===== src/rtl/syn_filt_param.sv =====
// syn_filt_param: parametrised all-pole synthesis filter over one L-sample
// subframe on the shared scratch-memory bus. Filter memory is copied into a
// scratch area ahead of the new samples, so y[n-j] for n<j needs no special
// case, and y is written only after every sample has been computed.
module syn_filt_param #(
    parameter int L      = 40,
    parameter int M      = 10,
    parameter int SHIFT  = 3,
    parameter int ADDR_W = 11,
    parameter int CNT_W  = 6
) (
    input  logic              clk,
    input  logic              reset,
    input  logic              start,
    input  logic              update,
    input  logic [ADDR_W-1:0] xAddr,
    input  logic [ADDR_W-1:0] aAddr,
    input  logic [ADDR_W-1:0] yAddr,
    input  logic [ADDR_W-1:0] memAddr,
    input  logic [ADDR_W-1:0] tmpAddr,
    input  logic [31:0]       memIn,
    output logic [ADDR_W-1:0] memReadAddr,
    output logic [ADDR_W-1:0] memWriteAddr,
    output logic              memWriteEn,
    output logic [31:0]       memOut,
    output logic              busy,
    output logic              done,
    output logic              overflow
);

    typedef enum logic [3:0] {
        IDLE, LD_A, LD_B, SX, SA0, SMUL, TA, TY, TM, SR, CA, CB, UPD, UA, UB, DN
    } state_t;

    localparam logic [CNT_W-1:0]  L_C   = CNT_W'(L);
    localparam logic [CNT_W-1:0]  M_C   = CNT_W'(M);
    localparam logic [ADDR_W-1:0] M_A   = ADDR_W'(M);
    localparam logic [ADDR_W-1:0] LM_A  = ADDR_W'(L - M);
    localparam logic [31:0]       S_MAX = 32'h7FFF_FFFF;
    localparam logic [31:0]       S_MIN = 32'h8000_0000;

    state_t            state;
    logic [CNT_W-1:0]  i_cnt, j_cnt, k_cnt;
    logic [31:0]       acc;
    logic [15:0]       x_reg, a_reg;
    logic              upd_reg;

    logic signed [15:0] prod_a, prod_b;
    logic signed [31:0] mult_raw;
    logic [31:0]        mult_val, msu_val, shl_val;
    logic [32:0]        diff, rnd_sum;
    logic [47:0]        shl_wide;
    logic [15:0]        rnd_val;
    logic               mult_sat, msu_sat, shl_sat, rnd_sat;
    logic [CNT_W-1:0]   k_next, i_next, j_next;

    assign k_next = k_cnt + CNT_W'(1);
    assign i_next = i_cnt + CNT_W'(1);
    assign j_next = j_cnt + CNT_W'(1);

    // Saturating Q15 basic ops: L_mult, L_msu, L_shl and round on the accumulator.
    always_comb begin
        // NOTE: every signal assigned here gets a value on every path, otherwise a latch is inferred.
        prod_a   = (state == SMUL) ? x_reg : a_reg;
        prod_b   = memIn[15:0];
        mult_raw = prod_a * prod_b;
        // -1 * -1 is the only product whose doubling leaves the 32-bit range.
        mult_sat = (prod_a == 16'sh8000) && (prod_b == 16'sh8000);
        mult_val = mult_sat ? S_MAX : {mult_raw[30:0], 1'b0};

        diff     = {acc[31], acc} - {mult_val[31], mult_val};
        msu_sat  = diff[32] != diff[31];
        msu_val  = msu_sat ? (diff[32] ? S_MIN : S_MAX) : diff[31:0];

        shl_wide = {{16{acc[31]}}, acc} << SHIFT;
        shl_sat  = shl_wide[47:31] != {17{shl_wide[47]}};
        shl_val  = shl_sat ? (acc[31] ? S_MIN : S_MAX) : shl_wide[31:0];

        // Adding +0x8000 can only overflow upward, which clamps to 0x7FFF.
        rnd_sum  = {shl_val[31], shl_val} + 33'h0_0000_8000;
        rnd_sat  = rnd_sum[32] != rnd_sum[31];
        rnd_val  = rnd_sat ? 16'h7FFF : rnd_sum[31:16];
    end

    // Memory bus decode: each state drives at most one read and one write; idle states drive 0.
    always_comb begin
        memReadAddr  = '0;
        memWriteAddr = '0;
        memWriteEn   = 1'b0;
        memOut       = '0;
        case (state)
            LD_A: memReadAddr = memAddr + ADDR_W'(k_cnt);
            LD_B: begin
                memWriteAddr = tmpAddr + ADDR_W'(k_cnt);
                memWriteEn   = 1'b1;
                memOut       = {{16{memIn[15]}}, memIn[15:0]};
            end
            SX:   memReadAddr = xAddr + ADDR_W'(i_cnt);
            SA0:  memReadAddr = aAddr;
            TA:   memReadAddr = aAddr + ADDR_W'(j_cnt);
            TY:   memReadAddr = tmpAddr + M_A + ADDR_W'(i_cnt) - ADDR_W'(j_cnt);
            SR: begin
                memWriteAddr = tmpAddr + M_A + ADDR_W'(i_cnt);
                memWriteEn   = 1'b1;
                memOut       = {{16{rnd_val[15]}}, rnd_val};
            end
            CA:   memReadAddr = tmpAddr + M_A + ADDR_W'(k_cnt);
            CB: begin
                memWriteAddr = yAddr + ADDR_W'(k_cnt);
                memWriteEn   = 1'b1;
                memOut       = {{16{memIn[15]}}, memIn[15:0]};
            end
            UA:   memReadAddr = yAddr + LM_A + ADDR_W'(k_cnt);
            UB: begin
                memWriteAddr = memAddr + ADDR_W'(k_cnt);
                memWriteEn   = 1'b1;
                memOut       = {{16{memIn[15]}}, memIn[15:0]};
            end
            default: ;
        endcase
    end

    // Sequencer: copy memory in, filter each sample, copy y out, optionally refresh memory.
    always_ff @(posedge clk) begin
        // NOTE: state registers use non-blocking assignments so every flop samples pre-edge values.
        if (reset) begin
            state    <= IDLE;
            i_cnt    <= '0;
            j_cnt    <= '0;
            k_cnt    <= '0;
            acc      <= '0;
            x_reg    <= '0;
            a_reg    <= '0;
            upd_reg  <= 1'b0;
            busy     <= 1'b0;
            done     <= 1'b0;
            overflow <= 1'b0;
        end else begin
            done <= 1'b0;
            case (state)
                IDLE: if (start) begin
                    overflow <= 1'b0;
                    upd_reg  <= update;
                    k_cnt    <= '0;
                    busy     <= 1'b1;
                    state    <= LD_A;
                end
                LD_A: state <= LD_B;
                LD_B: begin
                    k_cnt <= k_next;
                    if (k_next == M_C) begin
                        i_cnt <= '0;
                        state <= SX;
                    end else begin
                        state <= LD_A;
                    end
                end
                SX:   state <= SA0;
                SA0: begin
                    x_reg <= memIn[15:0];
                    state <= SMUL;
                end
                SMUL: begin
                    acc   <= mult_val;
                    j_cnt <= CNT_W'(1);
                    if (mult_sat) overflow <= 1'b1;
                    state <= TA;
                end
                TA:   state <= TY;
                TY: begin
                    a_reg <= memIn[15:0];
                    state <= TM;
                end
                TM: begin
                    acc   <= msu_val;
                    j_cnt <= j_next;
                    if (mult_sat || msu_sat) overflow <= 1'b1;
                    state <= (j_cnt == M_C) ? SR : TA;
                end
                SR: begin
                    if (shl_sat || rnd_sat) overflow <= 1'b1;
                    i_cnt <= i_next;
                    if (i_next == L_C) begin
                        k_cnt <= '0;
                        state <= CA;
                    end else begin
                        state <= SX;
                    end
                end
                CA:   state <= CB;
                CB: begin
                    k_cnt <= k_next;
                    if (k_next != L_C) begin
                        state <= CA;
                    end else if (upd_reg) begin
                        state <= UPD;
                    end else begin
                        busy  <= 1'b0;
                        done  <= 1'b1;
                        state <= DN;
                    end
                end
                UPD: begin
                    k_cnt <= '0;
                    state <= UA;
                end
                UA:   state <= UB;
                UB: begin
                    k_cnt <= k_next;
                    if (k_next == M_C) begin
                        busy  <= 1'b0;
                        done  <= 1'b1;
                        state <= DN;
                    end else begin
                        state <= UA;
                    end
                end
                DN:      state <= IDLE;
                default: state <= IDLE;
            endcase
        end
    end

endmodule


===== config.mk =====
export PLATFORM = sky130hd
export DESIGN_NAME = syn_filt_param
export DESIGN_NICKNAME = d
export VERILOG_FILES = /design/src/rtl/syn_filt_param.sv
export SDC_FILE = /design/constraint.sdc
export NUM_CORES = 1
export LEC_CHECK = 0
export CAP_MARGIN = 20
export CELL_PAD_IN_SITES_DETAIL_PLACEMENT = 0
export CELL_PAD_IN_SITES_GLOBAL_PLACEMENT = 1
export CORE_UTILIZATION = 46
export DETAILED_ROUTE_END_ITERATION = 12
export MAX_ROUTING_LAYER = met4
export PLACE_DENSITY_LB_ADDON = 0.25
export SETUP_SLACK_MARGIN = 0.4
export SLEW_MARGIN = 5
export SYNTH_ARGS = -nofsm -noshare
export SYNTH_HDL_FRONTEND = slang
export SYNTH_SLANG_ARGS = --single-unit

===== constraint.sdc =====
create_clock -name clk -period 12.5 [get_ports clk]
set_input_delay 1.875 -clock clk [delete_from_list [all_inputs] [get_ports clk]]
set_output_delay 1.875 -clock clk [all_outputs]
set_load 0.01 [all_outputs]

==> results.env, run 1 <==
CTS-HOLD-FIX-BUFFERS=0
YOSYSTOPAREACELL='sky130_fd_sc_hd__fa_1'
VIA_COUNT=18200
CLOCK-SKEW-FINAL_PS=10.6
DIE_HEIGHT_UM=211
OUTCOME='complete, no violations'
YOSYS.AREA.TOP_TYPE_SHARE=0.263
SYNTH_MUX_AREA_FRAC=0.00944
ROUTABILITYCONGESTION=0.919
STD_CELL_ROWS=76
VDD_DROP_MAX_mV=0.0742
SETUP_VIOL=0
WORST_PATH_MOST_REPEATED_CELL='sky130_fd_sc_hd__fa_1'
INITIAL_ANTENNA_VIOLATION_COUNT=2
BUFFER_PORTS.INSERTED=132
SYNTH_COMPOUND_GATE_AREA_SHARE=0.171
FIRST_GLOBAL_VIAS=18400
NETS_IN_THE_SYNTHESIZED_NETLIST=3102
POST_SYNTH_NUM_CELL_TYPES=84
WORST_SETUP_PATH_START_KIND='primary input'
CTSLONGESTPATHBUFFERS=2
NUMBER_OF_NETS_IN_THE_LAYOUT=3155
WL_PER_CELL_UM=19.9
H-TREE-DEPTH=3
LARGEST_REGISTER_FF_COUNT=32
CPPEAKSTAGEDELAY_PS=780
GRT.TOTAL_USAGE=0.303
GRT_SETUP_UNREPAIRED='no'
SYNTHTOPCELLSBYAREA='sky130_fd_sc_hd__fa_1, sky130_fd_sc_hd__ha_1, sky130_fd_sc_hd__dfxtp_1, sky130_fd_sc_hd__inv_1, sky130_fd_sc_hd__nand2_1'
ROUTE.FINAL.WIRE_LENGTH_UM=64000
PIN_COUNT=149
LAYOUT.AREA.SEQ_UM2=1800
DRV_CAP=0
PERIOD_MINUS_SLACK_PS=11320
SYNTHESIS.AREA_UM2=20200
TIMING.SETUP.CRITICAL_PATH_CLASS='in -> reg'
DRIVE_GT1_FRAC=0.0377
ASYNCSETRESETFLOPFRACSYNTH=0
GRT_REMAINING_OVERFLOW=0
CTS.REPORTEDPATHS.CLKPINSLEW_PS=80
MULTI_INPUT_COMB_AREA_UM2=16400
NETLIST_INSTANCES=2570
FILL_CELLS=4240
SEQ_AREA_FRAC_SYNTH=0.0894
CLK_LATENCY_PS=360
CTS-ROOT-BUF='sky130_fd_sc_hd__clkbuf_16'
PATH_MAX_FANOUT=17
COMBINATIONAL_FAMILY_WITH_THE_MOST_AREA_AFTER_SYNTHESIS='adder cells'
POWER.LEAKAGE_nW=10.2
CTS_TREE='built'
WORST_SETUP_PATH_END_KIND='register'
DETAIL_ROUTE.DRC_VIOLATIONS=0
CLOCK.FMAX_GHz=0.0883
DIE_AREA_UM2=44700
POST_CTS_BUFFERS=0
NUMBER_OF_SYNTHESIZED_FLOPS_WITH_AN_ENABLE_PIN=0
ANTENNA_LEFT=0
INITIAL_CORE_UTIL=0.467
CTS_REPAIR_RESIZE_COUNT=0
DRT-PASS1-ITER-COUNT=6
GRT_PASS1_WL_UM=102000
CTS-BUFFERS-INSERTED=9
DOMINANT_SYNTHESIZED_FLOP_CELL='sky130_fd_sc_hd__dfxtp_1'
CRITICAL-PATH-SLOWEST-CELL='sky130_fd_sc_hd__clkdlybuf4s50_1'
WORST_HOLD_PATH_TYPE='reg -> reg'
DP_HPWL_UM=50800
DESIGN.CORE.AREA_UM2=43200
WORST_SLEW_MARGIN_REL=0.259
HOLD_VIOLATIONS=0
CRIT_ARRIVAL_PS=11590
FINAL_CORE_UTIL=0.516
NUMBER_OF_PINS_EXCEEDING_THEIR_MAX_SLEW_LIMIT_IN_THE_FINAL_REPORT=0
COUNT_OF_STATE_ELEMENTS_AFTER_SYNTHESIS=90
PIN_COUNT_OF_THE_BIGGEST_NET_ENTERING_GLOBAL_ROUTING=84
SIMPLE_LOGIC_CELL_FRACTION_OF_THE_SYNTHESIZED_AREA=0.196
YOSYSWARNINGCOUNT=0
FIRST_ITER_VIOLATIONS=1563
SYNTHADDERAREAFRAC=0.372
POWER_DENSITY_nW_PER_UM2=41.4
SYN2LAYOUT_AREA_GROWTH_PCT=10.4
SYN-MEAN-INSTANCE-AREA_UM2=7.84
TNS_PS=0
SINKS_ON_CLOCK_NET=90
DIE_X_UM=211
WORST_PIN_SLEW_PS=1100
WORSTPATHBUFFERINVERTERCOUNT=6
YOSYS.AREA_SHARE.XOR_XNOR=0.0621
WORST-ENDPOINT-REQUIRED_PS=12760
MIN_PERIOD_OVER_PERIOD=0.906
CRITICAL-PATH-TOP-DELAY-FAMILY='adder cells'
VIAS_PER_CELL=5.66
[cell type report]
type	instances	share of cell area
tap	585	0.0329
clock buffer	9	0.0101
sequential	90	0.0809
timing repair buffer	174	0.0735
antenna	2	0.000225
clock inverter	7	0.00365
multi-input combinational	1971	0.735
inverter	377	0.0636
[final timing paths]
kind / start / endpoint / slack, ps / cells past startpoint
setup reg to reg: state[0] / acc[13] / 1510 / 34
hold / removal: x_reg[13] / x_reg[13] / 460 / 2
hold reg to reg: x_reg[13] / x_reg[13] / 460 / 2
setup / recovery: memIn[5] / acc[13] / 1180 / 32
[layout by cell type, fill, tap and decap left out, types with 22 or more instances in the layout]
| master | instances |
|---|---|
| sky130_fd_sc_hd__nor2b_1 | 28 |
| sky130_fd_sc_hd__clkdlybuf4s50_1 | 131 |
| sky130_fd_sc_hd__xor2_1 | 40 |
| sky130_fd_sc_hd__nor2_1 | 142 |
| sky130_fd_sc_hd__dfxtp_1 | 90 |
| sky130_fd_sc_hd__o21ai_0 | 104 |
| sky130_fd_sc_hd__a21oi_1 | 166 |
| sky130_fd_sc_hd__ha_1 | 176 |
| sky130_fd_sc_hd__xnor2_1 | 103 |
| sky130_fd_sc_hd__a211oi_1 | 22 |
| sky130_fd_sc_hd__inv_1 | 376 |
| sky130_fd_sc_hd__fa_1 | 265 |
| sky130_fd_sc_hd__nand2_1 | 353 |
| sky130_fd_sc_hd__nor3_1 | 36 |
| sky130_fd_sc_hd__and2_1 | 128 |
| sky130_fd_sc_hd__buf_4 | 41 |
| sky130_fd_sc_hd__a21o_1 | 39 |
| sky130_fd_sc_hd__nand3_1 | 49 |
[worst reg2reg max path: cells and delay by family, from the launching register on]
kind,cells,cell delay [ps]
adder cells (fa/ha/maj),8,3780
AO/OA/AOI/OAI,15,3650
AND/OR/NAND/NOR,3,1190
buffers and inverters,6,830
multiplexers,1,650
XOR/XNOR,1,520
flip-flops,1,310
[cells in the mapped netlist, drive strengths merged, types with 39 or more instances]
library cell  instances
xor2                 40
a21oi               168
o21ai               107
buf                  40
clkbuf               92
xnor2               103
nor3                 39
and2                128
nor2                142
fa                  265
nand3                49
inv                 376
nand2               353
ha                  176
dfxtp                90
a21o                 39
[where the power goes]
| group | internal, mW | switching, mW | total, mW |
|---|---|---|---|
| registers | 0.290 | 0.00343 | 0.293 |
| clock network | 0.143 | 0.146 | 0.289 |
| logic | 0.138 | 0.200 | 0.339 |
| total | 0.571 | 0.350 | 0.921 |
[cell families after synthesis]
| logic type | Yosys count |
|---|---|
| AO/OA/AOI/OAI | 533 |
| XOR/XNOR | 143 |
| adder cells (fa/ha/maj) | 441 |
| buffers and inverters | 509 |
| flip-flops | 90 |
| multiplexers | 17 |
| AND/OR/NAND/NOR | 837 |
[layer usage]
| metal | GRT usage | share of wire | vias up |
|---|---|---|---|
| met3 | 0.0417 | 0.063 | 80 |
| li1 | - | - | 8525 |
| met4 | 0.0762 | 0.022 | 0 |
| met5 | - | 0 | - |
| met2 | 0.474 | 0.46 | 595 |
| met1 | 0.412 | 0.45 | 8989 |
[per-stage QoR]
step | power, mW | cells | cell area, um^2 | worst slack, ps | hold slack [ps]
after CTS | 0.922 | 3213 | 22300 | 1260 | 456
after global placement | 0.629 | 3196 | 21900 | 1010 | 438
final | 0.921 | 3215 | 22300 | 1180 | 457
after detailed placement | 0.631 | 3197 | 21900 | 919 | 444
after floorplan | 0.495 | 2570 | 20200 | 2850 | 432
after global routing | 0.965 | 3215 | 22300 | 421 | 477
Note: power is estimated with default switching activity, not from simulation.
==> inputs of run 2 (changes only) <==
--- a/config.mk
+++ b/config.mk
@@ -8,10 +8,12 @@
 export CAP_MARGIN = 20
 export CELL_PAD_IN_SITES_DETAIL_PLACEMENT = 0
 export CELL_PAD_IN_SITES_GLOBAL_PLACEMENT = 1
+export CORE_MARGIN = 8
 export CORE_UTILIZATION = 46
 export DETAILED_ROUTE_END_ITERATION = 12
 export MAX_ROUTING_LAYER = met4
 export PLACE_DENSITY_LB_ADDON = 0.25
+export REMOVE_ABC_BUFFERS = 1
 export SETUP_SLACK_MARGIN = 0.4
 export SLEW_MARGIN = 5
 export SYNTH_ARGS = -nofsm -noshare
==> run 2 against run 1 <==
Compared with the run above: die area is 14% higher; first-iteration DRC count is 7.5% lower; final cell count is 0.19% lower; worst hold slack worse by 7.2 ps; total power is 1.3% higher; critical endpoint is now acc[21].
==> results.env, run 2 (same netlist as run 1, synthesis figures left out) <==
OUTCOME='complete, no violations'
GLOBALROUTEMET3UTIL=0.0256  # -0.0161
GRT_BUSIEST_LAYER='met2'
VIAS_PER_CELL=5.64  # -0.28%
TOTAL_POWER_mW=0.933  # +1.3%
NUMBER_OF_NETS_IN_THE_LAYOUT=3151  # -0.13%
BUFFER_PORTS.INSERTED=132  # unchanged
STD_CELL_ROWS=76  # unchanged
CELLINTERNALPOWER_mW=0.607  # +6.4%
HOLD_VIOLATIONS=0  # unchanged
PIN_COUNT_OF_THE_BIGGEST_NET_ENTERING_GLOBAL_ROUTING=69  # -18%
SINKS_ON_CLOCK_NET=90  # unchanged
CTS-HOLD-FIX-BUFFERS=0  # unchanged
VIA_COUNT=18100  # -0.46%
MIN_PERIOD_OVER_PERIOD=0.896  # -0.00982
SETUP_VIOL=0  # unchanged
WORST_HOLD_PATH_TYPE='reg -> reg'
CTS-ROOT-BUF='sky130_fd_sc_hd__clkbuf_16'
CRIT_ARRIVAL_PS=11460  # -130 ps
INITIAL_ANTENNA_VIOLATION_COUNT=1  # -1
DRT-PASS1-ITER-COUNT=6  # unchanged
ROUTABILITYCONGESTION=0.940  # +2.2%
WORST_PIN_SLEW_PS=1090  # -10.0 ps
PERIOD_MINUS_SLACK_PS=11200  # -123 ps
INITIAL_CORE_UTIL=0.467  # unchanged
TNS_PS=0  # unchanged
FINAL.HOLD.WORST_SLACK_PS=450  # -7.20 ps
NUMBER_OF_PINS_EXCEEDING_THEIR_MAX_SLEW_LIMIT_IN_THE_FINAL_REPORT=0  # unchanged
GROUTE.LAYER.MET2.USAGE=0.436  # -0.0382
CTS_TREE='built'
CLOCK.FMAX_GHz=0.0893  # +1.1%
CTS-BUFFERS-INSERTED=9  # unchanged
H-TREE-DEPTH=3  # unchanged
CTS.REPORTEDPATHS.CLKPINSLEW_PS=70  # about the same
VDD_DROP_MAX_mV=0.0689  # -7.1%
POST_CTS_BUFFERS=0  # unchanged
GRT_SETUP_UNREPAIRED='no'
GRT_REMAINING_OVERFLOW=0  # unchanged
DRIVE_GT1_FRAC=0.0358  # -0.00183
LARGEST_REGISTER_FF_COUNT=32  # unchanged
P_SEQ_FRAC=0.314  # -0.004
COMBINATIONALPOWERSHARE=0.357  # -0.011
USE_MET1=0.324  # -0.0873
CTSLONGESTPATHBUFFERS=2  # unchanged
CLK_LATENCY_PS=360  # about the same
DPL_WORST_SLACK_PS=1000  # +80.1 ps
DP_HPWL_UM=50600  # -0.51%
DRV_CAP=0  # unchanged
FIRST_GLOBAL_VIAS=18700  # +1.7%
ANTENNA_LEFT=0  # unchanged
ROUTE.FINAL.WIRE_LENGTH_UM=63300  # -1.1%
GRT_PASS1_WL_UM=102000  # about the same
WORST_SLACK_PS=1300  # +123 ps
CLOCK_NETWORK_POWER_SHARE=0.329  # +0.015
CLOCK-SKEW-FINAL_PS=18.8  # +8.25 ps
DESIGN.CORE.AREA_UM2=43200  # unchanged
GRT.TOTAL_USAGE=0.260  # -0.0429
CRITICAL-PATH-SLOWEST-CELL='sky130_fd_sc_hd__clkdlybuf4s50_1'
PATH_MAX_FANOUT=19  # +2
DETAIL_ROUTE.DRC_VIOLATIONS=0  # unchanged
WORST-ENDPOINT-REQUIRED_PS=12760  # about the same
POWER.SWITCHING_FRACTION=0.349  # -0.0309
PIN_COUNT=149  # unchanged
TIMING.SETUP.CRITICAL_PATH_CLASS='in -> reg'
SYN2LAYOUT_AREA_GROWTH_PCT=10.4  # about the same
DIE_HEIGHT_UM=225  # +6.6%
WORST_SLEW_MARGIN_REL=0.271  # +0.0123
NET-SWITCHING-POWER_mW=0.326  # -6.9%
FIRST_ITER_VIOLATIONS=1445  # -7.5%
DIE_X_UM=225  # +6.6%
MOST_FREQUENT_STANDARD_CELL_IN_THE_LAYOUT_EXCLUDING_FILL_AND_TAP_CELLS='sky130_fd_sc_hd__inv_1'
CTS_REPAIR_RESIZE_COUNT=0  # unchanged
POWER.LEAKAGE_nW=10.2  # about the same
WL_PER_CELL_UM=19.7  # -0.94%
WORST_SETUP_PATH_START_KIND='primary input'
CPPEAKSTAGEDELAY_PS=790  # about the same
DIE_AREA_UM2=50800  # +14%
POWER_DENSITY_nW_PER_UM2=41.9  # +1.4%
WORST_PATH_MOST_REPEATED_CELL='sky130_fd_sc_hd__inv_1'
WORST_SETUP_PATH_END_KIND='register'
MOST-COMMON-LAYOUT-CELLS='sky130_fd_sc_hd__inv_1, sky130_fd_sc_hd__nand2_1, sky130_fd_sc_hd__fa_1, sky130_fd_sc_hd__ha_1, sky130_fd_sc_hd__a21oi_1'
[run 2: cell types whose count changed in the layout (fill, tap and decap cells not counted), sizes merged]
| cell | before | now |
|---|---|---|
| inv | 379 | 376 |
| clkbuf | 9 | 10 |
| bufinv | 0 | 2 |
| diode | 2 | 1 |
| buf | 43 | 39 |
| clkinv | 5 | 4 |
[run 2: layout make-up]
cell class              instances  area, um^2
fillers                      4230       20900
multi-input cells            1971       16400
flip-flops and latches         90        1800
repair buffers                170        1610
inverters                     377        1420
well taps                     585         732
clock buffers                  10         239
clock inverters                 5        78.8
diodes                          1        2.50
[run 2: worst paths after layout]
kind,start,cells after the start,slack (ps),end
max reg2reg,state[0],37,1440,acc[21]
min reg2reg,x_reg[6],2,450,x_reg[6]
max,memIn[5],35,1300,acc[21]
min,x_reg[6],2,450,x_reg[6]
[run 2: layer usage]
layer	up-vias	share of wire
li1	8518	-
met1	8943	0.43
met2	525	0.49
met3	119	0.044
met4	0	0.039
met5	-	0
[run 2: power groups by stage]
| stage | sequential [mW] | clock [mW] | combinational, mW |
|---|---|---|---|
| finish | 0.293 | 0.307 | 0.333 |
| global route | 0.293 | 0.322 | 0.363 |
| CTS | 0.293 | 0.314 | 0.332 |
| detailed placement | 0.300 | 0 | 0.330 |
| global placement | 0.300 | 0 | 0.328 |
| floorplan | 0.303 | 0 | 0.170 |
[run 2: stage by stage]
stage	area, um^2	std cells	util
6_report	22200	3209	0.515
5_1_grt	22200	3209	0.515
4_1_cts	22200	3208	0.515
3_5_place_dp	21900	3193	0.508
3_3_place_gp	21900	3193	0.508
2_1_floorplan	19600	2438	-
[run 2: worst max-delay path: cells and delay by family]
kind            cells  cell delay [ps]
simple gates        3              650
fa+ha+maj           8             3290
xor+xnor            1              210
buf+inv             9             1760
compound gates     14             3680
==> inputs of run 3 (changes only) <==
--- a/config.mk
+++ b/config.mk
@@ -13,7 +13,6 @@
 export DETAILED_ROUTE_END_ITERATION = 12
 export MAX_ROUTING_LAYER = met4
 export PLACE_DENSITY_LB_ADDON = 0.25
-export REMOVE_ABC_BUFFERS = 1
 export SETUP_SLACK_MARGIN = 0.4
 export SLEW_MARGIN = 5
 export SYNTH_ARGS = -nofsm -noshare
==> constraint.sdc (replaced) <==
create_clock -name clk -period 12.5 [get_ports clk]
set_input_delay 1.875 -clock clk [delete_from_list [all_inputs] [get_ports clk]]
set_output_delay 1.875 -clock clk [all_outputs]
set_load 0.02 [all_outputs]
==> run 3 against run 2 <==
Compared with the run above: global-route usage is 1.1 points higher; clock power decreased by 6%; total power is essentially flat; wire length is 4.8% higher; register-to-register slack got worse by 160 ps; combinational power up 5%; maximum frequency decreased by 2.1%; via count rose by 1.1%; largest power group unchanged.
==> results.env, run 3 (same netlist as run 1, synthesis figures left out) <==
POST_CTS_BUFFERS=0  # unchanged
PIN_COUNT=149  # unchanged
R2R-START='state[2]'
DIE_AREA_UM2=50800  # unchanged
DIE_X_UM=225  # unchanged
PERIOD_MINUS_SLACK_PS=11450  # +245 ps
WORST_SLEW_MARGIN_REL=0.280  # +0.00928
INSTANCE_AREA_AFTER_PLACEMENT_UM2=21900  # about the same
WORST_HOLD_PATH.NUM_CELLS=2  # unchanged
WORST_HOLD_PATH.ENDPOINT='x_reg[3]'
MOST-COMMON-LAYOUT-CELLS='sky130_fd_sc_hd__inv_1, sky130_fd_sc_hd__nand2_1, sky130_fd_sc_hd__fa_1, sky130_fd_sc_hd__ha_1, sky130_fd_sc_hd__a21oi_1'
DESIGN.CORE.AREA_UM2=43200  # unchanged
GRT.TOTAL_USAGE=0.271  # +0.0111
GRT_REMAINING_OVERFLOW=0  # unchanged
ANTENNA_LEFT=0  # unchanged
TIMING.SETUP.CRITICAL_PATH_CLASS='in -> reg'
CLOCK-SKEW-FINAL_PS=13.9  # -4.96 ps
LARGEST_REGISTER_FF_COUNT=32  # unchanged
VIA_COUNT=18300  # +1.1%
SYN2LAYOUT_AREA_GROWTH_PCT=10.4  # about the same
FIRST_ITER_VIOLATIONS=1300  # -10%
DPL_WORST_SLACK_PS=804  # -195 ps
FINAL.HOLD.WORST_SLACK_PS=454  # +3.65 ps
PIN_COUNT_OF_THE_BIGGEST_NET_ENTERING_GLOBAL_ROUTING=67  # -2.9%
NUMBER_OF_NETS_IN_THE_LAYOUT=3152  # +0.032%
CTS-BUFFERS-INSERTED=9  # unchanged
DRIVE_GT1_FRAC=0.0366  # +0.000735
CTS.REPORTEDPATHS.CLKPINSLEW_PS=80  # about the same
INITIAL_ANTENNA_VIOLATION_COUNT=1  # unchanged
CPPEAKSTAGEDELAY_PS=1030  # +240 ps
WORST_PIN_SLEW_PS=1080  # -17.1 ps
MIN_PERIOD_OVER_PERIOD=0.916  # +0.0196
CLK_LATENCY_PS=360  # about the same
PATH_MAX_FANOUT=19  # unchanged
NUMBER_OF_PINS_EXCEEDING_THEIR_MAX_SLEW_LIMIT_IN_THE_FINAL_REPORT=0  # unchanged
R2R.WORST_PATH.CELLS=35  # -5.4%
CLOCK.FMAX_GHz=0.0874  # -2.1%
CRITICAL-PATH-SLOWEST-CELL='sky130_fd_sc_hd__clkdlybuf4s50_1'
H-TREE-DEPTH=3  # unchanged
VDD_DROP_MAX_mV=0.0554  # -20%
CRIT_ARRIVAL_PS=11710  # +250 ps
DETAIL_ROUTE.DRC_VIOLATIONS=0  # unchanged
OUTCOME='complete, no violations'
WL_PER_CELL_UM=20.7  # +4.7%
DRT-PASS1-ITER-COUNT=7  # +1
WORST_SETUP_PATH_END_KIND='register'
HOLD_VIOLATIONS=0  # unchanged
DRV_CAP=0  # unchanged
CTSLONGESTPATHBUFFERS=2  # unchanged
RR_ENDPOINT='acc[13]'
ROUTE.FINAL.WIRE_LENGTH_UM=66300  # +4.8%
FINAL_CORE_UTIL=0.515  # about the same
POWER.LEAKAGE_nW=10.2  # about the same
FIRST_GLOBAL_VIAS=18800  # +0.22%
GRT_PASS1_WL_UM=105000  # +3.3%
POWER_DENSITY_nW_PER_UM2=41.9  # about the same
TNS_PS=0  # unchanged
CTS-HOLD-FIX-BUFFERS=0  # unchanged
DIE_HEIGHT_UM=225  # unchanged
MOST_FREQUENT_STANDARD_CELL_IN_THE_LAYOUT_EXCLUDING_FILL_AND_TAP_CELLS='sky130_fd_sc_hd__inv_1'
WORST_SLACK_PS=1050  # -245 ps
CTS_TREE='built'
DP_HPWL_UM=53300  # +5.3%
INITIAL_CORE_UTIL=0.467  # unchanged
CTS_REPAIR_RESIZE_COUNT=0  # unchanged
SETUP.REG_TO_REG.WORST_SLACK_PS=1280  # -160 ps
VIAS_PER_CELL=5.70  # +1.1%
MIN-DELAY-START='x_reg[3]'
WORST_HOLD_PATH_TYPE='reg -> reg'
SINKS_ON_CLOCK_NET=90  # unchanged
SETUP_VIOL=0  # unchanged
GRT_SETUP_UNREPAIRED='no'
BUFFER_PORTS.INSERTED=132  # unchanged
ROUTABILITYCONGESTION=0.961  # +2.3%
WORST_SETUP_PATH_START_KIND='primary input'
CTS-ROOT-BUF='sky130_fd_sc_hd__clkbuf_16'
POSTLAYOUTCELLAREA_UM2=22200  # about the same
WORST_PATH_MOST_REPEATED_CELL='sky130_fd_sc_hd__fa_1'
WORST-ENDPOINT-REQUIRED_PS=12760  # about the same
STD_CELL_ROWS=76  # unchanged
[run 3: cell type report]
class | count | area (um^2)
fill | 4246 | 20900
timing repair buffer | 171 | 1630
inverter | 377 | 1420
antenna | 1 | 2.50
tap | 585 | 732
multi-input combinational | 1971 | 16400
clock buffer | 9 | 225
sequential | 90 | 1800
clock inverter | 7 | 76.3
[run 3: worst max-delay path by stage]
stage	slack, ps	endpoint	cells past startpoint	from
floorplan	2850	acc[25]	33	memIn[3]
global placement	870	acc[13]	31	memIn[5]
detailed placement	800	acc[13]	32	memIn[9]
CTS	1170	acc[13]	30	memIn[3]
global route	470	acc[26]	32	memIn[9]
finish	1050	acc[13]	30	memIn[3]
[run 3: where the power goes]
part / switching [mW] / internal, mW / leakage (nW)
clock network: 0.145 / 0.144 / 0.149
logic: 0.213 / 0.137 / 9.35
registers: 0.00431 / 0.290 / 0.726
[run 3: per-stage QoR]
step / power [mW] / cells
after global placement: 0.643 / 3192
after floorplan: 0.507 / 2570
after CTS: 0.934 / 3210
after global routing: 0.977 / 3211
final: 0.933 / 3211
after detailed placement: 0.645 / 3194
[run 3: worst max-delay path: cells and delay by family]
family | cells | cell delay [ps]
buf+inv | 4 | 1190
simple gates | 3 | 510
xor+xnor | 1 | 490
compound gates | 14 | 3830
fa+ha+maj | 8 | 3810
[run 3: routing by layer]
| layer | global-route usage | share of wire | vias up |
|---|---|---|---|
| met5 | - | 0 | - |
| met4 | 0.0730 | 0.027 | 0 |
| met3 | 0.0483 | 0.071 | 108 |
| met2 | 0.436 | 0.47 | 672 |
| met1 | 0.349 | 0.43 | 9006 |
| li1 | - | - | 8524 |
